===== src/rtl/sdram_frame_sched.sv =====
// Burst scheduler sitting between the UART write FIFO, the VGA read FIFO and the SDRAM controller.
// It arbitrates refresh, write and read bursts, and ping-pongs between two frame buffers.
module sdram_frame_sched #(
  parameter int unsigned        ADDR_W      = 24,
  parameter int unsigned        BURST_LEN   = 8,
  parameter int unsigned        FRAME_WORDS = 384000,
  parameter logic [ADDR_W-1:0]  FB1_BASE    = ADDR_W'(24'h800000),
  parameter int unsigned        CNT_W       = 10,
  parameter int unsigned        RFIFO_DEPTH = 512,
  parameter int unsigned        RFIFO_LOW   = 256
) (
  input  logic              sclk,
  input  logic              s_rst,
  input  logic              init_done,
  input  logic              aref_req,
  output logic              aref_en,
  input  logic              aref_done,
  input  logic [CNT_W-1:0]  wfifo_cnt,
  output logic              wr_en,
  output logic [ADDR_W-1:0] wr_addr,
  input  logic              wr_done,
  input  logic [CNT_W-1:0]  rfifo_cnt,
  output logic              rd_en,
  output logic [ADDR_W-1:0] rd_addr,
  input  logic              rd_done,
  output logic              rd_ready
);

  localparam int unsigned     OfsW     = $clog2(FRAME_WORDS + 1);
  localparam logic [OfsW-1:0] OfsStep  = OfsW'(BURST_LEN);
  localparam logic [OfsW-1:0] OfsLast  = OfsW'(FRAME_WORDS - BURST_LEN);
  localparam logic [CNT_W-1:0] CntBurst = CNT_W'(BURST_LEN);
  localparam logic [CNT_W-1:0] CntLow   = CNT_W'(RFIFO_LOW);
  localparam logic [CNT_W-1:0] CntRoom  = CNT_W'(RFIFO_DEPTH - BURST_LEN);

  typedef enum logic [2:0] {StIdle, StArb, StAref, StWrite, StRead} state_e;

  state_e          state_q;
  logic            aref_en_q, wr_en_q, rd_en_q;
  logic            rd_ready_q, rd_ready_d;
  logic [OfsW-1:0] wr_ofs_q, wr_ofs_d;
  logic [OfsW-1:0] rd_ofs_q, rd_ofs_d;
  logic            wr_buf_q, wr_buf_d;
  logic            rd_buf_q, rd_buf_d;
  logic            frame_ok_q, frame_ok_d;
  logic            wr_step, rd_step, wr_wrap, rd_wrap;

  // Done pulses only count while the matching burst is in flight.
  always_comb begin
    wr_step    = (state_q == StWrite) && wr_done;
    rd_step    = (state_q == StRead) && rd_done;
    wr_wrap    = wr_step && (wr_ofs_q == OfsLast);
    rd_wrap    = rd_step && (rd_ofs_q == OfsLast);
    wr_ofs_d   = wr_ofs_q;
    rd_ofs_d   = rd_ofs_q;
    wr_buf_d   = wr_buf_q;
    rd_buf_d   = rd_buf_q;
    frame_ok_d = frame_ok_q;
    if (wr_step) begin
      wr_ofs_d = wr_wrap ? '0 : wr_ofs_q + OfsStep;
    end
    if (wr_wrap) begin
      wr_buf_d   = ~wr_buf_q;
      frame_ok_d = 1'b1;
      if (!frame_ok_q) begin
        rd_buf_d = wr_buf_q;
      end
    end
    if (rd_step) begin
      rd_ofs_d = rd_wrap ? '0 : rd_ofs_q + OfsStep;
    end
    // Follow the most recently completed frame, including one finishing this very cycle.
    if (rd_wrap) begin
      rd_buf_d = ~wr_buf_d;
    end
    rd_ready_d = rd_ready_q | (frame_ok_q & (rfifo_cnt >= CntLow));
  end

  always_ff @(posedge sclk) begin
    if (s_rst) begin
      wr_ofs_q   <= '0;
      rd_ofs_q   <= '0;
      wr_buf_q   <= 1'b0;
      rd_buf_q   <= 1'b0;
      frame_ok_q <= 1'b0;
      rd_ready_q <= 1'b0;
    end else begin
      wr_ofs_q   <= wr_ofs_d;
      rd_ofs_q   <= rd_ofs_d;
      wr_buf_q   <= wr_buf_d;
      rd_buf_q   <= rd_buf_d;
      frame_ok_q <= frame_ok_d;
      rd_ready_q <= rd_ready_d;
    end
  end

  always_ff @(posedge sclk) begin
    if (s_rst) begin
      state_q   <= StIdle;
      aref_en_q <= 1'b0;
      wr_en_q   <= 1'b0;
      rd_en_q   <= 1'b0;
    end else begin
      unique case (state_q)
        StIdle: begin
          if (init_done) begin
            state_q <= StArb;
          end
        end
        StArb: begin
          if (aref_req) begin
            state_q   <= StAref;
            aref_en_q <= 1'b1;
          end else if (frame_ok_q && (rfifo_cnt < CntLow)) begin
            state_q <= StRead;
            rd_en_q <= 1'b1;
          end else if (wfifo_cnt >= CntBurst) begin
            state_q <= StWrite;
            wr_en_q <= 1'b1;
          end else if (frame_ok_q && (rfifo_cnt <= CntRoom)) begin
            state_q <= StRead;
            rd_en_q <= 1'b1;
          end
        end
        StAref: begin
          if (aref_done) begin
            state_q   <= StArb;
            aref_en_q <= 1'b0;
          end
        end
        StWrite: begin
          if (wr_done) begin
            state_q <= StArb;
            wr_en_q <= 1'b0;
          end
        end
        StRead: begin
          if (rd_done) begin
            state_q <= StArb;
            rd_en_q <= 1'b0;
          end
        end
        default: begin
          state_q   <= StIdle;
          aref_en_q <= 1'b0;
          wr_en_q   <= 1'b0;
          rd_en_q   <= 1'b0;
        end
      endcase
    end
  end

  assign aref_en  = aref_en_q;
  assign wr_en    = wr_en_q;
  assign rd_en    = rd_en_q;
  assign rd_ready = rd_ready_q;
  assign wr_addr  = (wr_buf_q ? FB1_BASE : '0) + ADDR_W'(wr_ofs_q);
  assign rd_addr  = (rd_buf_q ? FB1_BASE : '0) + ADDR_W'(rd_ofs_q);

endmodule


===== config.mk =====
export PLATFORM = sky130hd
export DESIGN_NAME = sdram_frame_sched
export DESIGN_NICKNAME = d
export VERILOG_FILES = /design/src/rtl/sdram_frame_sched.sv
export SDC_FILE = /design/constraint.sdc
export NUM_CORES = 1
export LEC_CHECK = 0
export BUFFER_PORTS_ARGS = -buffer_cell sky130_fd_sc_hd__clkbuf_2
export CAP_MARGIN = 25
export CORE_ASPECT_RATIO = 0.5
export CORE_MARGIN = 5
export CORE_UTILIZATION = 40
export CTS_CLUSTER_DIAMETER = 150
export DETAILED_ROUTE_END_ITERATION = 7
export HOLD_SLACK_MARGIN = 0.03
export PLACE_DENSITY = 0.69
export SLEW_MARGIN = 20
export SYNTH_ARGS = -nofsm -noshare
export SYNTH_HDL_FRONTEND = slang
export SYNTH_SLANG_ARGS = --single-unit

===== constraint.sdc =====
create_clock -name sclk -period 1.7 [get_ports sclk]
set_input_delay 0.085 -clock sclk [delete_from_list [all_inputs] [get_ports sclk]]
set_output_delay 0.085 -clock sclk [all_outputs]
set_load 0.1 [all_outputs]

==> metrics.md <==
| Metric | Value |
|---|---|
| P_sw | `0.000693 W` |
| Diode count | `0` |
| WL final | `5.02 mm` |
| Total GRT Usage | `0.145` |
| Initial antenna violation count | `0` |
| Cell row count | `19` |
| Post-route clock period utilization | `1.00` |
| Int Power | `0.00139 W` |
| Remaining antenna violation count after routing | `0` |
| Synth unique cells | `43` |
| Commonest non-fill, non-tap cells in the layout | `clkbuf_2, nor2_1, buf_4` |
| Flop pwr share | `0.480` |
| Setup Skew | `just over 0.009 ns` |
| Synth Instances | `261` |
| Max Slew Vio Count | `0` |
| Clock Power Share | `0.299` |
| Switching Share | `0.332` |
| Failing checks | `setup timing` |
| Initial DRC count | `149` |
| Final worst setup slack | `-0.00184 ns` |
| Startpoint class of the critical path | `flop` |
| Worst r2r path cells | `6` |
| Peak VDD IR | `0.333 mV` |
| Pleak | `1.23 nW` |
| Detailed Routing Iterations Pass 1 | `4` |
| Fill count | `504` |
| Die Area | `between 7000 and 8000 um2` |
| Leading area contributor after synthesis | `dfxtp_1` |
| Avg Inst Size Synth | `8.46 um2` |
| Final hold vios | `0` |
| Total congestion overflow | `0` |
| Final HPWL DP | `approximately 4 mm` |
| RePlAce Congestion | `0.839` |
| Top-Level Pins | `79` |
| Ranking of synthesized cells by area | `dfxtp_1, nor2_1, xnor2_1, buf_4, xor2_1` |
| Largest net degree at the start of global routing | `20` |
| Critical path fanouts, max | `4` |
| Core area | `5420 um2` |
| Total power | `roughly 0.0021 W` |
| Worst Path Arrival | `1.89 ns` |
| Synthesis-to-finish area growth | `29.8%` |
| CP Class | `reg -> reg` |
| Worst-Skew Late Latency | `0.30 ns` |
| Register area share after synthesis | `0.381` |
| Status | `finished, violations left` |
| Least-Margin Pin Slew | `0.549 ns` |
| Max cap viols | `0` |
| Worst Hold Margin | `0.127 ns` |
| Tightest Hold Check Type | `in -> reg` |
| Register bit total from synthesis | `42` |
| Chip Width | `around 120 um` |
| Slew margin rel. | `0.635` |
| Routed length per instance | `approximately 12 um` |
| Max Fclk | `between 500 and 600 MHz` |
| First-pass GRT wire length | `8.67 mm` |
| Clk slew on worst S/H paths | `0.08 ns` |
| Final Setup Violations | `1` |
| WHS Path Cells | `3` |
| RSZ-0062 raised after global routing | `true` |
| Die H | `about 63 um` |
| Synth top area share | `0.381` |
| Via count | `between 2000 and 2500` |
| Logic pwr share | `0.221` |
| Commonest non-fill, non-tap cell in the layout | `clkbuf_2` |
| Post-cts hold buffer count | `0` |
| Min cycle time layout | `1.70 ns` |
| DRC | `0` |
| Share of cells above drive strength 1 | `0.402` |
| Pwr per Cell Area | `729 nW/um2` |
| CTS Sinks | `42` |
| Final nets | `366` |
| Synth Warn # | `0` |
| Vias in the first global route | `1917` |
| Initial Util | `0.407` |
| Root Driver | `clkbuf_8` |
| CP Capture Type | `flop` |
| IO Port Bufs | `61` |
| Total CTS buffers | `5` |
| Drt via density | `4.89` |
| Worst-case clock buffer depth | `2` |
| CTS tree | `built` |
| Critical path data required time | `approximately 1.9 ns` |
| Mapped cell area | `about 2200 um2` |
| H-tree levels | `2` |
## metal layers
| layer | part of all wire | up-vias | GRT usage |
|---|---|---|---|
| li1 | - | 1020 | - |
| met1 | 0.45 | 940 | 0.173 |
| met2 | 0.48 | 41 | 0.251 |
| met3 | 0.053 | 7 | 0.0348 |
| met4 | 0.016 | 0 | 0.0527 |
| met5 | 0 | - | 0 |
## path summary, 6_finish.rpt
kind                  end          from  slack (ns)
max          wr_ofs_q[17]   wr_ofs_q[4]      -0.002
min              rd_ready  rfifo_cnt[9]        0.13
max reg2reg  wr_ofs_q[17]   wr_ofs_q[4]      -0.002
min reg2reg      rd_ready      rd_ready        0.45
## synthesized netlist by cell type
library cell and instances:
a21oi_1 11, nor2b_1 3, or4b_4 1, clkbuf_1 4, and2_1 5, nand2_1 16, and4bb_1 1, a211oi_1 2
a2111o_1 1, a31oi_1 1, nand3_1 9, o211ai_1 1, nand2_2 1, ha_1 2, buf_2 2, nand2b_1 5
and3_1 5, a22oi_1 1, nand4b_4 1, buf_4 19, o21ai_0 2, o311a_1 1, nor2_1 42, nand4_1 11
xor2_1 13, dfxtp_1 42, or4b_1 1, inv_1 9, o221ai_1 1, or3_1 1, o311ai_2 1, and4_1 2
nor4b_1 1, mux2i_1 3, nor3b_1 1, and3_2 1, conb_1 1, nor4_1 4, nor3_4 1, nor3_2 3
a21boi_0 1, xnor2_1 18, nor3_1 10
## cells by family (layout without fill, tap and decap cells)
| group | after synthesis | count (layout) | synth area share |
|---|---|---|---|
| AO/OA/AOI/OAI | 23 | 23 | 0.0703 |
| XOR/XNOR | 31 | 31 | 0.123 |
| adder cells (fa/ha/maj) | 2 | 2 | 0.0113 |
| buffers and inverters | 34 | 98 | 0.0913 |
| flip-flops | 42 | 42 | 0.381 |
| multiplexers | 3 | 3 | 0.0136 |
| other | 1 | 14 | 0.00170 |
| AND/OR/NAND/NOR | 125 | 125 | 0.308 |
## sequential cells by signal (all words and copies together), names as in the netlist
register    cells
rd_buf_q        1
rd_ofs_q       16
wr_buf_q        1
rd_ready        1
state_q         3
wr_ofs_q       16
frame_ok_q      1
rd_en           1
aref_en         1
wr_en           1
## power by group through the flow
stage	clock, W	combinational, W	sequential (W)
final	0.000624	0.000461	0.00100
after global routing	0.000693	0.000493	0.00100
after CTS	0.000641	0.000450	0.00100
after detailed placement	0	0.000449	0.00102
after global placement	0	0.000443	0.00102
after floorplan	0	0.000315	0.00108
## repair_timing
action / 4_1_cts / 5_1_grt
buffers inserted: 0 / 1
endpoints found under the hold margin: 0 / 0
endpoints found under the setup margin: 4 / 9
gates resized for setup: 4 / 6
pin swaps: 4 / 2
## through the flow
| stage | setup TNS [ns] | std cells | util | area (um2) | setup WS, ns |
|---|---|---|---|---|---|
| 6_report | -0.00184 | 411 | 0.528 | 2860 | -0.00184 |
| 5_1_grt | -0.182 | 411 | 0.528 | 2860 | -0.0708 |
| 4_1_cts | 0 | 410 | 0.522 | 2830 | 0.00129 |
| 3_5_place_dp | -0.0101 | 402 | 0.504 | 2730 | -0.00689 |
| 3_3_place_gp | 0 | 402 | 0.504 | 2730 | 0.0415 |
| 2_1_floorplan | -1.19 | 274 | - | 2360 | -0.148 |
## worst max-delay path, cell delays in order (launching register included)
cell and delay, ns:
dfxtp_4 0.38, ha_4 0.13, and4_4 0.23, or4b_4 0.52, nor3_2 0.15, xnor2_1 0.13, nor2_1 0.05
## area by class of cell
cell class | count | area [um2] | share of cell area
Clock inverter | 2 | 10.0 | 0.00349
Inverter | 9 | 33.8 | 0.0118
Multi-Input combinational cell | 198 | 1270 | 0.443
Timing Repair Buffer | 81 | 468 | 0.163
Sequential cell | 42 | 921 | 0.322
Tap cell | 73 | 91.3 | 0.0319
Clock buffer | 6 | 72.6 | 0.0253
No activity file was read; power rests on OpenSTA's default activity.
